==> config.mk <==
export PLATFORM = sky130hd
export DESIGN_NAME = timer_bus_master
export DESIGN_NICKNAME = d
export VERILOG_FILES = /design/src/rtl/timer_bus_master.sv
export SDC_FILE = /design/constraint.sdc
export NUM_CORES = 1
export LEC_CHECK = 0
export ABC_CLOCK_PERIOD_IN_PS = 3500
export CORE_ASPECT_RATIO = 0.6
export CORE_UTILIZATION = 45
export DETAILED_ROUTE_END_ITERATION = 8
export DONT_BUFFER_PORTS = 1
export HOLD_SLACK_MARGIN = 0.03
export PLACE_DENSITY = 0.6
export SLEW_MARGIN = 20
export SYNTH_ARGS = -nofsm -noshare
export SYNTH_HDL_FRONTEND = slang
export SYNTH_SLANG_ARGS = --single-unit
==> constraint.sdc <==
create_clock -name clk_i -period 3.5 [get_ports clk_i]
set_clock_uncertainty 0.1 [all_clocks]
set_input_delay 0 -clock clk_i [delete_from_list [all_inputs] [get_ports clk_i]]
set_output_delay 0 -clock clk_i [all_outputs]
set_load 0.01 [all_outputs]
==> src/rtl/timer_bus_master.sv <==
// -----------------------------------------------------------------------------
// timer_bus_master
//
// Initiator-side adapter between the memory unit's load/store path and the
// memory-mapped timer register file. One 32-bit request is accepted at a time
// over a valid/ready handshake. Only aligned word accesses reach the timer;
// anything else is answered with an access fault and no timer access.
// All outputs are registered.
//
// Optional feature macro: TIMER_CONSISTENT_READ_EN
//   When defined, a load of TMR_LO reads HI/LO/HI until both HI samples agree.
//   The matching HI word is kept in a shadow register, and the next TMR_HI load
//   returns it without touching the timer. This gives tear-free 64-bit reads.
//
// Ports:
//   clk_i, rst_n_i                         clock, async active-low reset
//   req_valid_i / req_ready_o              request handshake (ready only in IDLE)
//   req_write_i, req_address_i[3:0]        store flag, byte offset ([3:2] = index)
//   req_width_i[1:0], req_data_i[31:0]     access width (2 = word), store data
//   rsp_valid_o / rsp_ready_i              response handshake
//   rsp_data_o[31:0], rsp_error_o          load data, access fault
//   tmr_write_o, tmr_write_address_o[1:0],
//   tmr_write_data_o[31:0]                 timer write port
//   tmr_read_address_o[1:0],
//   tmr_read_data_i[31:0]                  timer combinational read port
// -----------------------------------------------------------------------------
module timer_bus_master (
    input  logic        clk_i,
    input  logic        rst_n_i,
    input  logic        req_valid_i,
    output logic        req_ready_o,
    input  logic        req_write_i,
    input  logic [3:0]  req_address_i,
    input  logic [1:0]  req_width_i,
    input  logic [31:0] req_data_i,
    output logic        rsp_valid_o,
    input  logic        rsp_ready_i,
    output logic [31:0] rsp_data_o,
    output logic        rsp_error_o,
    output logic        tmr_write_o,
    output logic [1:0]  tmr_write_address_o,
    output logic [31:0] tmr_write_data_o,
    output logic [1:0]  tmr_read_address_o,
    input  logic [31:0] tmr_read_data_i
);

    localparam logic [1:0] IDX_TMR_LO = 2'd2;
    localparam logic [1:0] IDX_TMR_HI = 2'd3;

    typedef enum logic [2:0] {
        IDLE,
        WRITE,
        READ,
        RESPOND
`ifdef TIMER_CONSISTENT_READ_EN
        ,
        RD_HI0,
        RD_LO,
        RD_HI1
`endif
    } state_t;

    state_t state;

`ifdef TIMER_CONSISTENT_READ_EN
    logic [31:0] hi0;
    logic [31:0] shadow_hi;
    logic        shadow_valid;
    logic        use_shadow;
`endif

    // Outputs are registered and are set on the transition into the state
    // that owns them. The timer read port is combinational, so the read
    // address is presented one state ahead of the state that samples it.
    always_ff @(posedge clk_i or negedge rst_n_i) begin
        if (!rst_n_i) begin
            state               <= IDLE;
            req_ready_o         <= 1'b1;
            rsp_valid_o         <= 1'b0;
            rsp_data_o          <= 32'd0;
            rsp_error_o         <= 1'b0;
            tmr_write_o         <= 1'b0;
            tmr_write_address_o <= 2'd0;
            tmr_write_data_o    <= 32'd0;
            tmr_read_address_o  <= 2'd0;
`ifdef TIMER_CONSISTENT_READ_EN
            hi0                 <= 32'd0;
            shadow_hi           <= 32'd0;
            shadow_valid        <= 1'b0;
            use_shadow          <= 1'b0;
`endif
        end else begin
            // The write strobe lives for the single WRITE cycle only.
            tmr_write_o <= 1'b0;

            case (state)
                IDLE: begin
                    if (req_valid_i) begin
                        req_ready_o <= 1'b0;
`ifdef TIMER_CONSISTENT_READ_EN
                        // Any store may change the timer, so the shadow
                        // HI word can no longer be trusted.
                        if (req_write_i) begin
                            shadow_valid <= 1'b0;
                        end
`endif
                        if (req_width_i != 2'd2 || req_address_i[1:0] != 2'b00) begin
                            rsp_data_o  <= 32'd0;
                            rsp_error_o <= 1'b1;
                            rsp_valid_o <= 1'b1;
                            state       <= RESPOND;
                        end else if (req_write_i) begin
                            tmr_write_o         <= 1'b1;
                            tmr_write_address_o <= req_address_i[3:2];
                            tmr_write_data_o    <= req_data_i;
                            state               <= WRITE;
                        end else begin
`ifdef TIMER_CONSISTENT_READ_EN
                            if (req_address_i[3:2] == IDX_TMR_LO) begin
                                tmr_read_address_o <= IDX_TMR_HI;
                                state              <= RD_HI0;
                            end else if (req_address_i[3:2] == IDX_TMR_HI && shadow_valid) begin
                                // Served from the shadow; the timer is not read.
                                use_shadow <= 1'b1;
                                state      <= READ;
                            end else begin
                                use_shadow         <= 1'b0;
                                tmr_read_address_o <= req_address_i[3:2];
                                state              <= READ;
                            end
`else
                            tmr_read_address_o <= req_address_i[3:2];
                            state              <= READ;
`endif
                        end
                    end
                end

                WRITE: begin
                    rsp_data_o  <= 32'd0;
                    rsp_error_o <= 1'b0;
                    rsp_valid_o <= 1'b1;
                    state       <= RESPOND;
                end

                READ: begin
`ifdef TIMER_CONSISTENT_READ_EN
                    if (use_shadow) begin
                        rsp_data_o   <= shadow_hi;
                        shadow_valid <= 1'b0;
                        use_shadow   <= 1'b0;
                    end else begin
                        rsp_data_o <= tmr_read_data_i;
                    end
`else
                    rsp_data_o <= tmr_read_data_i;
`endif
                    rsp_error_o <= 1'b0;
                    rsp_valid_o <= 1'b1;
                    state       <= RESPOND;
                end

`ifdef TIMER_CONSISTENT_READ_EN
                RD_HI0: begin
                    hi0                <= tmr_read_data_i;
                    tmr_read_address_o <= IDX_TMR_LO;
                    state              <= RD_LO;
                end

                RD_LO: begin
                    // The LO sample goes straight into the response register.
                    // rsp_valid_o is low here, so nobody observes the change.
                    rsp_data_o         <= tmr_read_data_i;
                    tmr_read_address_o <= IDX_TMR_HI;
                    state              <= RD_HI1;
                end

                RD_HI1: begin
                    if (tmr_read_data_i == hi0) begin
                        shadow_hi    <= tmr_read_data_i;
                        shadow_valid <= 1'b1;
                        rsp_error_o  <= 1'b0;
                        rsp_valid_o  <= 1'b1;
                        state        <= RESPOND;
                    end else begin
                        // HI rolled over between the samples; retry with the
                        // newer HI as the reference.
                        hi0                <= tmr_read_data_i;
                        tmr_read_address_o <= IDX_TMR_LO;
                        state              <= RD_LO;
                    end
                end
`endif

                RESPOND: begin
                    if (rsp_ready_i) begin
                        rsp_valid_o <= 1'b0;
                        req_ready_o <= 1'b1;
                        state       <= IDLE;
                    end
                end

                default: begin
                    rsp_valid_o <= 1'b0;
                    req_ready_o <= 1'b1;
                    state       <= IDLE;
                end
            endcase
        end
    end

endmodule

== Word level (Yosys, flattened, before mapping) ==
Cells that the tools add are included.

* Bits in registers: 75
* Latch bits: 0
* Memory bits (writable): 0
* Bits in read-only memories: 0
* Input port bits: 75
* Word-level logic and storage cells: 52
* Memories: 0

* Add/subtract/negate cells: 0
* $mul: 0
* Divide/modulo/power cells: 0
* Order comparisons: 0
* Equality and inequality tests: 7
* Shift operators: 0
* Multiplexer cells: 20
* Bitwise gates (word level): 3
* Reductions and logical operators: 13

{| class="wikitable"
|+ Operators by type and width
! operator !! number
|-
| $pmux W32 S3 || 1
|-
| $mux W32 || 2
|-
| $reduce_and A3 Y1 || 4
|-
| $mux W1 || 9
|-
| $pmux W3 S3 || 1
|-
| $ne A2 B2 Y1 const B || 4
|-
| $reduce_and A4 Y1 || 2
|-
| $eq A3 B2 Y1 const B || 2
|-
| $mux W3 || 2
|-
| $pmux W1 S3 || 2
|-
| $mux W2 || 2
|-
| $reduce_bool A2 Y1 || 2
|-
| $eq A3 B1 Y1 const B || 1
|-
| $logic_not A3 Y1 || 1
|-
| $not A1 Y1 || 3
|-
| $reduce_bool A3 Y1 || 1
|-
| $pmux W1 S2 || 1
|-
| $reduce_and A2 Y1 || 1
|-
| $reduce_or A2 Y1 || 1
|-
| $logic_or A1 B1 Y1 || 1
|}

== Depth between registers and ports, before layout ==
* Word-level depth: 5
* Gate-level depth with buffers: 7
* Gate-level depth less buffers: 5

== Worst setup path before layout ==
OpenSTA, ideal clock, no wires.

* Path type: register -> register
* From: reg state[0]
* To: reg rsp_data_o[10]
* Data arrival time: 1.562 ns
* Required time: 3.262 ns
* Slack: 1.699 ns
* Stages on the path, launching flop included: 8
* Path buffers: 2
* Period minus slack after synthesis: 1.801 ns
* Cell sequence: dfrtp_1 inv_1 ha_1 or2_2 clkbuf_1 o31a_2 clkbuf_1 o22ai_1

* Cells in the longest elaborated chain, start to end: 3

{| class="wikitable"
|+ Ends and longest elaborated chain
! item !! line !! text
|-
| start: declaration || 63 || <nowiki>state_t state;</nowiki>
|-
| start signal: assignment || 77 || <nowiki>state <= IDLE;</nowiki>
|-
| start signal: assignment || 111 || <nowiki>state <= RESPOND;</nowiki>
|-
| start signal: assignment || 116 || <nowiki>state <= WRITE;</nowiki>
|-
| $eq A3 B2 Y1, or another cell as far along || 96 || <nowiki>case (state)</nowiki>
|-
| $reduce_bool A3 Y1 (no line) or $ne A2 B2 Y1 (tied branches) || n/a ||
|-
| $reduce_and A3 Y1 (no line) || n/a ||
|-
| end signal: assignment || 156 || <nowiki>rsp_data_o <= tmr_read_data_i;</nowiki>
|-
| end: declaration || 38 || <nowiki>output logic [31:0] rsp_data_o,</nowiki>
|}

Several ways; a longest one is shown, not always the timed one.
A chain may end at the register's enable or synchronous reset.

== Worst setup path in the final report ==
* From: reg state[0]
* To: reg rsp_data_o[23]

The elaborated chain is that of the path after synthesis.

==> flow_summary.json <==
{
  "cap_violations": 0,
  "wl_per_cell_um": 17.38,
  "clk_latency_ns": 0.32,
  "drt-pass1-iter-count": 4,
  "syn_area_per_cell_um2": 12.56,
  "hold_violations": 0,
  "syn_inst": 253,
  "syn_area_um2": 3177,
  "cts_max_level": 3,
  "grt_start_max_net_pins": 75,
  "ys_types": 24,
  "design.portCount": 147,
  "grt_pass1_wl_um": 11340,
  "ys_seq_area_share_pct": 58.33,
  "worstHoldPathType": "input pin to register",
  "outcome": "finished, final reports clean",
  "num_rows": 23,
  "synth.yosys.warnings": 0,
  "drc": 0,
  "io_buffers": 0,
  "cts_tree": "yes",
  "gr-total-overflow": 0,
  "cp-end-kind": "register",
  "cts_buffers": 9,
  "fin_setup_tns_ns": 0,
  "antenna_left": 0,
  "final.period_utilization_pct": 72.48,
  "grt_pass1_vias": 2253,
  "maxSlewHeadroom_pct": 54.06,
  "reg2reg_to": "rsp_data_o[23]",
  "worst_pin_slew_ns": 0.6891,
  "critPathCapture": "rsp_data_o[23]",
  "synth_enable_flop_cells": 0,
  "vdd_drop_max_v": 0.0005031,
  "p_per_area_nw_per_um2": 767.6,
  "post-route-cell-area_um2": 4204,
  "die_area_um2": 7410,
  "via_per_inst": 5.217,
  "diodes": 0,
  "cts.repair.resized": 0,
  "place.detailed.hpwl_um": 4155,
  "synth_flop_cell": "dfrtp_1",
  "synth_nets": 332,
  "area_growth_pct": 32.34,
  "slew_viol_final": 0,
  "finalPower_w": 0.003227,
  "die_y_um": 67.08,
  "grt_util_all_layers_pct": 20.35,
  "antenna_found_initial": 0,
  "path_clk_slew_ns": 0.05,
  "setup_slack_ns": 0.9631,
  "dp_slack_ns": 1.040,
  "dpl_cell_area_um2": 3168,
  "cp-start-kind": "register",
  "drtIter0Drc": 91,
  "leakage_nw": 1.901,
  "required_ns": 3.55,
  "nets": 402,
  "root_buffer": "clkbuf_16",
  "critPathLaunch": "state[0]",
  "fmax_ghz": 0.3942,
  "gp_congestion": 0.7487,
  "r2r_start": "state[0]",
  "coreArea_um2": 6734,
  "rr_worst_depth": 5,
  "reg2reg_slack_ns": 0.96,
  "vias": 2165,
  "setup_violations": 0,
  "cp.arrival_ns": 2.59,
  "wl_um": 7214,
  "drive_above_1_share_pct": 17.99,
  "crit_type": "register to register",
  "die_w_um": 110.5,
  "rsz0062_at_grt": "no",
  "cp_max_fo": 34,
  "clockBufferDepth": 2,
  "fin_crit_ns": 2.537,
  "ys_seq_elements": 74,
  "start_util_pct": 47.18,
  "synthArstFlopShare_pct": 100.0,
  "cts.sinks": 74
}
## layout make-up
| cell class | count | area, um2 |
|---|---|---|
| timing repair buffer | 76 | 775.7 |
| tap | 87 | 108.9 |
| clock inverter | 3 | 15.01 |
| inverter | 4 | 15.01 |
| multi-input combinational | 158 | 1186 |
| sequential | 74 | 1853 |
| fill | 521 | 2530 |
| clock buffer | 13 | 250.2 |
## registers in the layout, summed over array words and instances, names as in the netlist
signal,count
rsp_data_o,32
tmr_write_data_o,32
state,2
tmr_read_address_o,2
tmr_write_address_o,2
req_ready_o,1
rsp_error_o,1
rsp_valid_o,1
tmr_write_o,1
## layout by cell type (no fill, tap or decap), types with 2 or more instances in the layout
cell type | Yosys | routed
a221o_1 | 2 | 2
clkbuf_1 | 12 | 3
clkbuf_16 | 0 | 9
clkinv_2 | 0 | 3
dfrtp_1 | 73 | 73
dlygate4sd3_1 | 0 | 74
ha_1 | 4 | 3
inv_1 | 4 | 4
mux2_2 | 7 | 7
mux2_4 | 29 | 29
nand2_1 | 67 | 67
nor2b_1 | 2 | 2
o22ai_1 | 33 | 33
o31ai_1 | 2 | 2
or2_2 | 2 | 2
## power breakdown
group	switching (W)	total [W]	internal, W
registers	0.000363	0.00152	0.00116
logic	0.000485	0.000894	0.000409
clock network	0.000313	0.000809	0.000495
total	0.00116	0.00323	0.00206
## routing by layer
metal	GRT usage, %	part of all wire [%]	vias to the layer above
met4	8.167	1.8	0
li1	-	-	1014
met2	32.22	48	94
met3	9.281	7.9	14
met1	24.41	43	1043
met5	0	0	-
## critical path, cell delays in order (launching register included)
cell     delay (ns)
dfrtp_1        0.41
inv_1          0.10
ha_1           0.24
or2_2          0.58
o31a_2         0.73
o22ai_1        0.19
## worst min-delay path by stage
stage,start,end,cells after the start
floorplan,rst_n_i,rsp_data_o[0],0
global route,req_address_i[0],rsp_valid_o,3
finish,req_address_i[0],rsp_valid_o,3
CTS,req_address_i[0],rsp_valid_o,3
global placement,rst_n_i,rsp_data_o[26],0
detailed placement,rst_n_i,rsp_data_o[26],0
## cells by family after synthesis
| family | Yosys count | share of synthesized area (%) |
|---|---|---|
| adders and majority gates | 4 | 1.575 |
| AOI/OAI and AO/OA | 39 | 8.153 |
| buffers and inverters | 21 | 4.568 |
| DFF | 74 | 58.33 |
| muxes | 37 | 16.50 |
| and+or+nand+nor | 78 | 10.87 |
## what timing repair did
action                                 in CTS  in global routing
setup buffers                               0                  0
endpoints found under the hold margin     146                  0
hold buffers                               75                  0
## cell usage after synthesis, types with 2 or more instances
master / count / area share, %
o22ai_1: 33 / 6.5
nor2b_1: 2 / 0.39
or2_2: 2 / 0.39
o31ai_1: 2 / 0.47
mux2_2: 7 / 2.5
dfrtp_1: 73 / 58
inv_1: 4 / 0.47
clkbuf_1: 12 / 1.4
nand2_1: 67 / 7.9
ha_1: 4 / 1.6
mux2_4: 29 / 14
a221o_1: 2 / 0.63
nor3_1: 2 / 0.32
buf_12: 4 / 2.5
## through the flow
step	hold WS [ns]	instances	utilization, %
after detailed placement	-0.3942	324	47.05
final	0.03877	415	62.43
after CTS	0.03031	415	62.39
after global routing	0.05513	415	62.43
after global placement	-0.3945	324	47.05
after floorplan	-0.3956	253	-
Power figures use the tool's default switching activity.
